[src/rtl/tone_gen_pkg.sv]
// Shared widths, default amplitude and phase encoding for the tone generator.
package tone_gen_pkg;
  localparam int unsigned DIV_W       = 22;
  localparam int unsigned SAMPLE_W    = 16;
  localparam int unsigned FRAME_CNT_W = 10;
  localparam int unsigned FRAME_W     = 2 * SAMPLE_W;

  localparam logic [SAMPLE_W-1:0] DEFAULT_AMP = 16'h2000;

  typedef enum logic {
    PHASE_LOW  = 1'b0,
    PHASE_HIGH = 1'b1
  } phase_t;

  // Volume 0 mutes the channel instead of giving AMP >> 7.
  function automatic logic [SAMPLE_W-1:0] scale_amp(input logic [SAMPLE_W-1:0] amp,
                                                    input logic [2:0]          volume);
    if (volume == '0) return '0;
    return amp >> (3'd7 - volume);
  endfunction
endpackage

[src/rtl/tone_osc.sv]
// One square-wave channel: half-period counter, phase bit and signed sample.
module tone_osc
  import tone_gen_pkg::*;
(
  input  logic                clk,
  input  logic                rst_n,
  input  logic [DIV_W-1:0]    div,
  input  logic [SAMPLE_W-1:0] amp,
  output logic                phase,
  output logic [SAMPLE_W-1:0] sample
);

  logic [DIV_W-1:0] count;
  phase_t           state;

  // A div change never restarts the count; a smaller div simply trips the >= test.
  always_ff @(posedge clk or negedge rst_n) begin
    if (!rst_n) begin
      count <= '0;
      state <= PHASE_LOW;
    end else if (div == '0) begin
      count <= '0;
      state <= PHASE_LOW;
    end else if (count >= div) begin
      count <= '0;
      state <= (state == PHASE_HIGH) ? PHASE_LOW : PHASE_HIGH;
    end else begin
      count <= count + DIV_W'(1);
    end
  end

  always_comb begin
    phase = (state == PHASE_HIGH);
    if (div == '0) begin
      sample = '0;
    end else if (phase) begin
      sample = amp;
    end else begin
      sample = '0 - amp;
    end
  end

endmodule

[src/rtl/tone_gen.sv]
// Two-channel square-wave tone generator with a left-justified serial DAC link.
// Optional TONE_GEN_VOLUME_EN adds a 3-bit volume input scaling the amplitude.
module tone_gen
  import tone_gen_pkg::*;
#(
  parameter logic [SAMPLE_W-1:0] AMP = DEFAULT_AMP
) (
  input  logic             clk,
  input  logic             rst_n,
  input  logic [DIV_W-1:0] left_note_div,
  input  logic [DIV_W-1:0] right_note_div,
`ifdef TONE_GEN_VOLUME_EN
  input  logic [2:0]       volume,
`endif
  output logic             audio_mclk,
  output logic             audio_lrck,
  output logic             audio_sck,
  output logic             audio_sdin
);

  logic [SAMPLE_W-1:0]    amp_eff;
  logic [SAMPLE_W-1:0]    left_sample;
  logic [SAMPLE_W-1:0]    right_sample;
  logic                   left_phase;
  logic                   right_phase;
  logic [FRAME_CNT_W-1:0] fc;
  logic [FRAME_W-1:0]     frame;
  logic [FRAME_W-1:0]     frame_next;
  logic                   sdin_q;

`ifdef TONE_GEN_VOLUME_EN
  assign amp_eff = scale_amp(AMP, volume);
`else
  assign amp_eff = AMP;
`endif

  tone_osc u_left (
    .clk    (clk),
    .rst_n  (rst_n),
    .div    (left_note_div),
    .amp    (amp_eff),
    .phase  (left_phase),
    .sample (left_sample)
  );

  tone_osc u_right (
    .clk    (clk),
    .rst_n  (rst_n),
    .div    (right_note_div),
    .amp    (amp_eff),
    .phase  (right_phase),
    .sample (right_sample)
  );

  // Both samples are captured in the same edge so a frame never mixes old and new.
  always_comb begin
    frame_next = frame;
    if (fc == '0) frame_next = {left_sample, right_sample};
  end

  // Slot bits come from frame_next so the very first bit of a fresh frame is
  // already the new MSB; 31 - slot is the bitwise inverse of the 5-bit slot.
  always_ff @(posedge clk or negedge rst_n) begin
    if (!rst_n) begin
      fc     <= '0;
      frame  <= '0;
      sdin_q <= 1'b0;
    end else begin
      fc    <= fc + FRAME_CNT_W'(1);
      frame <= frame_next;
      if (fc[4:0] == '0) sdin_q <= frame_next[~fc[FRAME_CNT_W-1 -: 5]];
    end
  end

  assign audio_mclk = fc[1];
  assign audio_sck  = fc[4];
  assign audio_lrck = fc[FRAME_CNT_W-1];
  assign audio_sdin = sdin_q;

  logic unused_phase;
  assign unused_phase = left_phase ^ right_phase;

endmodule
[config.mk]
export PLATFORM = sky130hd
export DESIGN_NAME = tone_gen
export DESIGN_NICKNAME = d
export VERILOG_FILES = /design/src/rtl/tone_gen_pkg.sv /design/src/rtl/tone_osc.sv /design/src/rtl/tone_gen.sv
export SDC_FILE = /design/constraint.sdc
export NUM_CORES = 1
export LEC_CHECK = 0
export BUFFER_PORTS_ARGS = -buffer_cell sky130_fd_sc_hd__clkbuf_2
export CAP_MARGIN = 20
export CORE_ASPECT_RATIO = 1.75
export CORE_MARGIN = 2
export CORE_UTILIZATION = 55
export DETAILED_ROUTE_END_ITERATION = 6
export PLACE_DENSITY = 0.73
export SETUP_SLACK_MARGIN = 0.4
export SLEW_MARGIN = 20
export SYNTH_ARGS = -nofsm -noshare
export SYNTH_HDL_FRONTEND = slang
export SYNTH_HIERARCHICAL = 1
export SYNTH_SLANG_ARGS = --single-unit
[constraint.sdc]
create_clock -name clk -period 2.5 [get_ports clk]
set_input_delay 0.125 -clock clk [delete_from_list [all_inputs] [get_ports clk]]
set_output_delay 0.125 -clock clk [all_outputs]
set_load 0.03 [all_outputs]
==> impl_metrics.csv <==
group,metric,value,unit
run_status,status,"finished, final reports clean",
floorplanning,core,11100,um^2
layout,drive_gt1_share,19.0,%
drt,firstDrtPassIters,5,
sta,post-route-period-util,88.3,%
critical_path,critPathSlowestCell,"dfrtp_1",
power,vdd_ir_drop_max,437,uV
logic_synthesis,synth_top_area_share,35.3,%
power,p_leak,3.80,nW
layout,multi_input_area,4240,um^2
global_routing,track_usage,23.7,%
drt,ant_nets,0,
logic_synthesis,netlist_area,6230,um^2
sta,whs,0.241,ns
critical_path,critPathArrivalTime,2.44,ns
cts,cts_max_level,3,
sta,period_minus_slack,2.21,ns
floorplanning,start_util,56.1,%
logic_synthesis,synth_cell_types,49,
critical_path,r2r_start,"fc[0]",
global_routing,grt_overflow,0,
worst_hold_path,hold_path_class,"in2reg",
cts,cts_root_buf,"clkbuf_16",
logic_synthesis,yosysMostFrequentCell,"nor2_1",
sta,tns,0,ns
floorplanning,die-area,12200,um^2
layout,nFillCells,917,
logic_synthesis,synthTopCellsByArea,"dfrtp_1 35%, ha_1 10%, nor2_1 6.2%",
critical_path,r2r_cells,9,
sta,setup_slack,0.292,ns
placement,routabilityCongestion,0.871,
drt,wire_per_inst,14.2,um
floorplanning,die_y,145,um
logic_synthesis,synth-seq-area-share,35.3,%
global_routing,grt_max_degree,46,
sta,skew,0.00754,ns
critical_path,cpPeakStageDelay,0.39,ns
floorplanning,num_rows,51,
critical_path,crit_end,"audio_sdin",
layout,fin_nets,956,
cts,cts_sinks,88,
sta,hold_viol_final,0,
placement,placed_area,7140,um^2
cts,cts_tree,"yes",
critical_path,reg2reg_slack,0.29,ns
layout,final_cells,997,
placement,dpl.hpwl,10200,um
layout,fin_util,68.8,%
run,maxCapViolCount,0,
drt,drc,0,
critical_path,criticalPathCategory,"reg2reg",
critical_path,crit_chain,"inv_2 -> ha_4 -> nor4b_4 -> nand3_4 -> buf_4 -> mux2_2 -> o21ai_2 -> a21oi_2 -> o311a_1",
cts,insertion_delay,0.35,ns
drt,drt_iter0_drc,191,
power,total_power,3.36,mW
sta,max_freq,453,MHz
placement,dp_cells,966,
drt,vias_per_cell,5.29,
layout,area_growth_syn_to_layout,22.5,%
global_routing,grt_pass1_vias,5391,
logic_synthesis,synth-async-reset-ratio,100,%
logic_synthesis,syn_inst,691,
logic_synthesis,synth_area_leader_cell,"dfrtp_1",
critical_path,r2r_end,"audio_sdin",
logic_synthesis,ys_ff_latch,88,
floorplanning,ios,50,
logic_synthesis,syn_avg_cell_area,9.02,um^2
layout,register_area,2200,um^2
drt,wl,14200,um
logic_synthesis,synth_edf_count,0,
sta,setup_violations,0,
critical_path,cp-end-kind,"flip-flop",
cts,cts.reportedPaths.clkPinSlew,0.07,ns
sta,slew_viol_final,0,
critical_path,worstPathMaxFanout,5,
placement,pre_cts_slack,0.128,ns
sta,slew-limit-headroom,59.8,%
critical_path,cp-startpoint,"fc[0]",
floorplanning,fp.dieW,84.5,um
global_routing,antenna_found_initial,0,
power,powerDensity,440,nW/um^2
sta,rsz0062_at_grt,"yes",
logic_synthesis,synth_common_cells,"103 x nor2_1, 88 x dfrtp_1, 65 x inv_1, 50 x ha_1, 42 x nand2_1",
critical_path,critPathRequiredTime,2.73,ns
logic_synthesis,ys.flop_type,"dfrtp_1",
critical_path,start_kind,"flip-flop",
drt,vias,5273,
logic_synthesis,synth-warning-count,6,
cts,clk_path_buf_depth,2,
layout,final_area,7640,um^2
cts,cts_made_buffers,9,
sta,worst_pin_slew,0.603,ns
layout,n_antenna_cell,0,
placement,port_buffers,49,
global_routing,grt_pass1_wl,23700,um
worst max-delay path, delay by kind of cell, from the launching register on:
| family | cells | cell delay (ns) |
|---|---|---|
| compound gates | 3 | 0.54 |
| fa+ha+maj | 1 | 0.13 |
| buf+inv | 2 | 0.26 |
| flops | 1 | 0.39 |
| mux | 1 | 0.28 |
| simple gates | 2 | 0.50 |
registers in the layout, summed over array words and instances (netlist names):
signal         count
u_right/phase      1
fc                10
u_left/count      22
u_right/count     22
u_left/phase       1
frame             31
audio_sdin         1
placed cells by master, fill, tap and decap left out, types with 6 or more instances in the layout:
| cell type | Yosys | final |
|---|---|---|
| dfrtp_1 | 88 | 86 |
| nor3_1 | 10 | 10 |
| conb_1 | 2 | 106 |
| and4_1 | 7 | 7 |
| xor2_1 | 32 | 32 |
| inv_1 | 65 | 63 |
| buf_4 | 4 | 21 |
| clkbuf_2 | 0 | 48 |
| xnor2_1 | 38 | 38 |
| mux2_4 | 1 | 28 |
| nand4_1 | 13 | 13 |
| a21oi_1 | 39 | 36 |
| clkbuf_16 | 0 | 10 |
| mux2_2 | 34 | 10 |
| and3_1 | 10 | 10 |
| o21ai_0 | 22 | 21 |
| or3_1 | 8 | 8 |
| mux2i_1 | 8 | 8 |
| a31oi_1 | 8 | 8 |
| nor4_1 | 15 | 13 |
| and2_1 | 6 | 6 |
| nor2_1 | 103 | 102 |
| nand2_1 | 42 | 42 |
| nand3_1 | 15 | 15 |
| ha_1 | 50 | 49 |
worst min-delay path by stage:
stage | start | endpoint | cells after the start
2_1_floorplan | rst_n | audio_sdin | 0
3_3_place_gp | rst_n | frame[24] | 1
3_5_place_dp | rst_n | frame[24] | 1
4_1_cts | left_note_div[9] | frame[29] | 4
5_1_grt | left_note_div[9] | frame[29] | 4
6_report | left_note_div[9] | frame[29] | 4
timing repair:
action | 4_1_cts | 5_1_grt
setup buffers | 7 | 3
hold buffers | 1 | 0
pin swaps | 7 | 12
setup endpoints to repair | 53 | 53
gates resized for setup | 7 | 17
cloned | 1 | 3
endpoints found under the hold margin | 43 | 0
final cells by class:
type	instances	area share [%]
multi-input combinational	619	55.5
timing repair buffer	77	6.78
clock buffer	11	3.05
clock inverter	5	0.442
inverter	65	3.19
sequential	88	28.9
tap	132	2.16
logic make-up after synthesis:
| group | count (synthesis) | share of synthesized area (%) |
|---|---|---|
| xor gates and xnor gates | 70 | 9.84 |
| adders and majority gates | 50 | 10.0 |
| and+or+nand+nor | 257 | 21.7 |
| AOI/OAI and AO/OA | 89 | 8.59 |
| muxes | 46 | 8.21 |
| DFF | 88 | 35.3 |
| buffers and inverters | 89 | 6.20 |
| other | 2 | 0.121 |
metal layers:
layer	routed length [um]	track usage, %
met3	419	3.57
met2	7870	45.2
met5	0	0
met1	5500	26.3
met4	413	9.27
power by group:
group | internal (mW) | switching [mW] | leakage [nW]
registers | 1.51 | 0.0907 | 1.11
clock network | 0.672 | 0.563 | 0.126
logic | 0.252 | 0.275 | 2.56
No activity file was read; power rests on OpenSTA's default activity.
